File: src/rtl/joy_shifter_md_emu.sv
`default_nettype none
// +-----------------------------------------------------------------------+
// | joy_shifter_md_emu                                                    |
// | Far-end model of the 16-bit joystick shifter with two DB9 pads.       |
// | Rev 1.0                                                               |
// +-----------------------------------------------------------------------+
module joy_shifter_md_emu #(
  parameter int SYNC_STAGES    = 2,
  parameter int TIMEOUT_CYCLES = 75000,
  parameter int P1_POS         = 2,
  parameter int P2_POS         = 10
) (
  input  logic        clk,
  input  logic        reset_n,
  input  logic        joy_clk,
  input  logic        joy_load_n,
  input  logic        joy_select,
  input  logic [11:0] joy1_i,
  input  logic [11:0] joy2_i,
  input  logic [1:0]  pad_type,
  output logic        joy_data,
  output logic [1:0]  md_phase
);

  // Packed as {select, load_n, clk}
  localparam logic [2:0]  c_SYNC_IDLE = 3'b110;
  localparam logic [16:0] c_TIMEOUT   = 17'(TIMEOUT_CYCLES);

  logic [2:0]  r_sync [SYNC_STAGES];
  logic [2:0]  r_prev;
  logic [2:0]  w_cur;
  logic        w_clk_rise;
  logic        w_load;
  logic        w_sel;
  logic        w_sel_rise;
  logic        w_sel_edge;
  logic [1:0]  r_phase;
  logic [16:0] r_idle;
  logic [15:0] r_sreg;
  logic [15:0] w_frame;
  logic [5:0]  w_lines1;
  logic [5:0]  w_lines2;

  always_ff @(posedge clk or negedge reset_n) begin
    if (!reset_n) begin
      for (int i = 0; i < SYNC_STAGES; i++) r_sync[i] <= c_SYNC_IDLE;
      r_prev <= c_SYNC_IDLE;
    end else begin
      r_sync[0] <= {joy_select, joy_load_n, joy_clk};
      for (int i = 1; i < SYNC_STAGES; i++) r_sync[i] <= r_sync[i-1];
      r_prev <= w_cur;
    end
  end

  assign w_cur      = r_sync[SYNC_STAGES-1];
  assign w_clk_rise = w_cur[0] & ~r_prev[0];
  assign w_load     = ~w_cur[1];
  assign w_sel      = w_cur[2];
  assign w_sel_rise = w_sel & ~r_prev[2];
  assign w_sel_edge = w_sel ^ r_prev[2];

  // A select edge always takes priority over the idle timeout
  always_ff @(posedge clk or negedge reset_n) begin
    if (!reset_n) begin
      r_phase <= 2'd0;
      r_idle  <= 17'd0;
    end else if (w_sel_edge) begin
      r_idle <= 17'd0;
      if (w_sel_rise) r_phase <= r_phase + 2'd1;
    end else if (r_idle == c_TIMEOUT) begin
      r_phase <= 2'd0;
    end else begin
      r_idle <= r_idle + 17'd1;
    end
  end

  // Returns {U, D, L, R, F1, F2} for one pad
  function automatic logic [5:0] pad_lines(input logic [11:0] b, input logic md,
                                           input logic s, input logic [1:0] ph);
    logic [5:0] l;
    if (!md || (s && ph != 2'd3)) l = {b[0], b[1], b[2], b[3], b[4], b[5]};
    else if (s)                   l = {b[8], b[9], b[10], b[11], 2'b11};
    else if (ph == 2'd2)          l = {4'b0000, b[7], b[6]};
    else                          l = {b[0], b[1], 2'b00, b[7], b[6]};
    return l;
  endfunction

  assign w_lines1 = pad_lines(joy1_i, pad_type[0], w_sel, r_phase);
  assign w_lines2 = pad_lines(joy2_i, pad_type[1], w_sel, r_phase);

  // Frame order from the base position upward: F1, F2, R, L, D, U
  always_comb begin
    w_frame = '1;
    w_frame[P1_POS +: 6] = {w_lines1[5:2], w_lines1[0], w_lines1[1]};
    w_frame[P2_POS +: 6] = {w_lines2[5:2], w_lines2[0], w_lines2[1]};
  end

  always_ff @(posedge clk or negedge reset_n) begin
    if (!reset_n)        r_sreg <= '1;
    else if (w_load)     r_sreg <= w_frame;
    else if (w_clk_rise) r_sreg <= {1'b1, r_sreg[15:1]};
  end

  assign joy_data = r_sreg[0];
  assign md_phase = r_phase;

endmodule
`default_nettype wire

File: config.mk
export PLATFORM = sky130hd
export DESIGN_NAME = joy_shifter_md_emu
export DESIGN_NICKNAME = d
export VERILOG_FILES = /design/src/rtl/joy_shifter_md_emu.sv
export SDC_FILE = /design/constraint.sdc
export NUM_CORES = 1
export LEC_CHECK = 0
export ABC_AREA = 1
export CAP_MARGIN = 40
export CORE_UTILIZATION = 58
export CTS_BUF_LIST = sky130_fd_sc_hd__clkbuf_16
export CTS_CLUSTER_DIAMETER = 200
export DETAILED_ROUTE_END_ITERATION = 8
export GPL_TIMING_DRIVEN = 0
export PLACE_DENSITY = 0.95
export SYNTH_ARGS = -nofsm -noshare
export SYNTH_HDL_FRONTEND = slang
export SYNTH_SLANG_ARGS = --single-unit
File: constraint.sdc
create_clock -name clk -period 4.5 [get_ports clk]
set_input_delay 0.45 -clock clk [delete_from_list [all_inputs] [get_ports clk]]
set_output_delay 0.45 -clock clk [all_outputs]
set_load 0.05 [all_outputs]
-- After elaboration in Yosys (flattened, before gate mapping)
Cells that the tools add are included.
W data, S select, Z words.
- register bits after elaboration: 44
- bits of input ports: 31
- add/subtract/negate cells: 2
- equality and inequality tests: 6
- multiplexer cells: 13
- bitwise logic cells: 5
- reductions and logical operators: 7
- operator list (kind ; count):
    $mux W6 ; 6
    $mux W17 ; 2
    $mux W16 ; 2
    $add A17 B1 Y17 const B ; 1
    $eq A17 B17 Y1 const B ; 1
    $mux W2 ; 3
    $ne A2 B2 Y1 const B ; 3
    $add A2 B1 Y2 const B ; 1
    $and A1 B1 Y1 ; 2
    $eq A2 B2 Y1 const B ; 1
    $logic_not A1 Y1 ; 2
    $logic_or A1 B1 Y1 ; 2
    $ne A2 B1 Y1 const B ; 1
    $not A1 Y1 ; 2
    $reduce_and A2 Y1 ; 1
    $reduce_bool A2 Y1 ; 1
    $logic_and A1 B1 Y1 ; 1
    $xor A1 B1 Y1 ; 1

-- Logic depth before layout (Yosys ltp)
- depth in word-level cells: 5
- mapped depth: 10

-- Worst setup path before layout
OpenSTA, ideal clock, no wires.
- kind: register to register
- start: register r_phase[0] (netlist: md_phase[0])
- end: register r_sreg[14]
- library setup time: 64 ps
- data arrival time: 1511 ps
- required time: 4436 ps
- slack: 2926 ps
- cell stages (with the launch flop): 9
- path buffers: 0
- clock period less this slack: 1574 ps
- cell sequence: dfrtp_1 -> inv_1 -> ha_1 -> or2_2 -> nand2_1 -> nand2_1 -> nand2_1 -> nand2_1 -> nand3_1
- cells in the longest elaborated chain, start to end: 5
- elaborated cells on any way between the ends: 8
- those cells by class: 2 x eq/ne; 4 x mux; 2 x reduce/logical
- RTL lines (what ; line ; RTL):
    start: declaration ; 37 ; logic [1:0] r_phase;
    start signal: assignment ; 69 ; if (w_sel_rise) r_phase <= r_phase + 2'd1;
    $eq A2 B2 Y1 / $ne A2 B2 Y1 (equally long branches) ; 83, 81 ;
    $mux W6 / $logic_and A1 B1 Y1 (equally long branches) ; 83, 81 ;
    $mux W6 / $logic_or A1 B1 Y1 (equally long branches) ; 82, 81 ;
    $mux W6 * ; 81 ; if (!md || (s && ph != 2'd3)) l = {b[0], b[1], b[2], b[3], b[4], b[5]};
    $mux W16 * ; 100 ; else if (w_load) r_sreg <= w_frame;
    end signal: assignment ; 100 ;
    end signal: assignment ; 101 ; else if (w_clk_rise) r_sreg <= {1'b1, r_sreg[15:1]};
    end: declaration ; 39 ; logic [15:0] r_sreg;
Every way passes the cells marked *; elsewhere a longest branch is shown, timed or not.
A chain may end at the register's enable or synchronous reset.

-- Worst setup path in the final report
- start: register r_sreg[0]
- end: output port joy_data
- RTL lines (what ; line ; RTL):
    end: declaration ; 21 ; output logic joy_data,
No word-level cell between the ends.

==> results.toml <==
[status]
outcome = "complete, no violations"

[detailed_routing]
dr.pass1.iters = 5
drtAntennaViolNets = 0
drt-initial-drc-count = 179
num_vias = 2132
via_per_inst = 5.49
routed_wl_microns = 5330
drc = 0
post_drt_wl_per_cell_microns = 13.7

[setup_path]
crit_path_end_kind = "output port"
critical_path.startpoint_type = "register"
crit_fanout = 2
cp_slowest_cell = "clkdlybuf4s50_1"
cp-endpoint = "joy_data"
crit_buf_inv = 1
critPathLaunch = "r_sreg[0]"
path_delay_family = "buffers and inverters"
slowest_delay_ps = 800
path_class = "register to output port"
cp_num_cells = 1
arrival_ps = 1610
r2r-start = "r_prev[2]"
path_cells = "clkdlybuf4s50_1"
required_ps = 4050
rrSetupSlack_ps = 2870
r2r_end = "r_idle[6]"
r2r_cells = 5

[synth]
synth_edf_count = 0
yosysWarningCount = 0
synthCells = 298
synth_flop_cell = "dfrtp_1"
synthArstFlopShare_pct = 100
synthesis.area_sq_um = 2280
ys_seq_area_share_pct = 48.4
synth_cell_types = 28
avgSynthCellArea_sq_um = 7.64
syn-num-nets = 334
ys_ff_latch = 43

[timing]
fin_crit_ps = 2060
fin_skew_ps = 2.99
worst_hold_slack_ps = 105
finalSetupViolCount = 0
period_share_pct = 45.9
setup_tns_ps = 0
slew-limit-headroom_pct = 66.9
worst_slew_pin_slew_ps = 495
fmax_mhz = 484
rsz0062_at_grt = "no"
hold_violations = 0
drv_slew = 0

[floorplanning]
start_util_pct = 61.2
io_pins = 34
core_region_area_sq_um = 3720
die_w_microns = 64.6
rows = 22
die_y_microns = 64.6
die-area_sq_um = 4180

[global_routing]
grt_max_degree = 26
grt_pass1_vias = 1909
gr-usage-met1_pct = 36.2
grt.busiest_layer = "met2"
met2_usage_pct = 44.2
antenna_found_initial = 0
grt_pass1_wl_microns = 8570
overflow = 0
grt_util_all_layers_pct = 27.5
grtUsageMet3_pct = 6.16

[cts]
worstSkewPairLatency_ps = 290
cts_root_buffer = "clkbuf_16"
cts_setup_buffers = 0
htree_num_levels = 2
clock_sinks = 43
cts_tree = "built"
cts_resized = 0
clkTransAtPathRegs_ps = 60
hold_buffers = 0
clockBufferDepth = 2
cts_made_buffers = 5

[placement]
portBuffers = 33
hpwlAfterDp_microns = 3930
dp.cells = 380
gp_congestion = 0.900

[run]
drv_cap = 0

[power_and_ir_drop]
p_per_area_nw_per_um2 = 350
p_leak_nw = 1.26
power_mw = 0.990
ir_worst_vdd_mv = 0.268

[cells_and_area]
finalNetCount = 375
antenna_cells = 0
final_cells = 388
syn_to_final_growth_pct = 24.2
nFillCells = 264
drive_gt1_share_pct = 13.2
final_util_pct = 76.1

[hold_path]
hold_path_class = "primary input to asynchronous set/reset pin"
report_power, final:
part	internal (mW)	switching (mW)	total, mW
logic	0.0757	0.110	0.186
clock network	0.201	0.144	0.344
registers	0.433	0.0260	0.459
total	0.709	0.280	0.990
cell usage in the layout, fill, tap and decap left out, types with 3 or more instances in the layout:
| cell type | synthesis | final |
|---|---|---|
| a21oi_1 | 12 | 12 |
| buf_2 | 4 | 5 |
| clkbuf_16 | 0 | 5 |
| clkdlybuf4s50_1 | 0 | 32 |
| dfrtp_1 | 22 | 22 |
| dfstp_2 | 21 | 21 |
| ha_1 | 5 | 5 |
| inv_1 | 29 | 30 |
| nand2_1 | 85 | 85 |
| nand2_2 | 3 | 3 |
| nand3_1 | 26 | 26 |
| nor2_1 | 44 | 44 |
| nor3_1 | 4 | 4 |
| o211ai_1 | 6 | 6 |
| o21ai_0 | 11 | 11 |
| o21ai_1 | 5 | 5 |
through the flow:
stage,setup slack (ps),instance area (sq um)
final,2440,2830
after global routing,2410,2830
after CTS,2430,2830
after detailed placement,2710,2690
after global placement,1960,2670
after floorplan,2930,2280
cells by family after synthesis:
family	after synthesis	synth area share, %
XOR/XNOR	2	0.770
adder cells (fa/ha/maj)	5	2.75
AO/OA/AOI/OAI	38	9.57
flip-flops	43	48.4
buffers and inverters	37	6.32
AND/OR/NAND/NOR	173	32.2
worst min path at each step:
stage / depth (start not counted) / slack [ps] / endpoint
5_1_grt: 1 / 140 / r_idle[1]
2_1_floorplan: 0 / 150 / md_phase[0]
4_1_cts: 1 / 120 / r_idle[12]
3_5_place_dp: 0 / 340 / w_cur[0]
3_3_place_gp: 0 / 340 / w_cur[0]
6_report: 1 / 110 / r_idle[12]
metal layers:
metal | up-vias | wire [microns]
met3 | 14 | 488
met5 | - | 0
met2 | 118 | 2530
met4 | 0 | 93
li1 | 1032 | -
met1 | 968 | 2220
cell type report:
cell class	count	area, sq um	share of cell area (%)
flip-flops and latches	43	1100	39.0
multi-input cells	218	1030	36.4
repair buffers	34	353	12.5
clock buffers	5	125	4.43
inverters	32	120	4.25
well taps	48	60.1	2.12
plain buffers	5	23.8	0.841
clock inverters	3	12.5	0.443
flip-flops by register name, indices dropped and copies added, names as in the netlist:
name and cells:
r_idle 17, r_sreg 16, r_sync 3, w_cur 3, md_phase 2, r_prev 2
cell usage after synthesis, drive strengths merged (2+ instances only):
master   n  share of area, %
xor2     2              0.77
ha       5               2.7
nand2   88                15
dfstp   21                24
dfrtp   22                24
or2      3              0.82
nor2    48               8.8
inv     31               5.1
o21ai   16               3.5
buf      4              0.88
o211ai   6               2.0
nand4    2              0.55
nor3     4              0.88
a21oi   12               2.6
and2     2              0.55
nand3   26               5.7
a21boi   2              0.82
(Power assumes the default switching activity.)
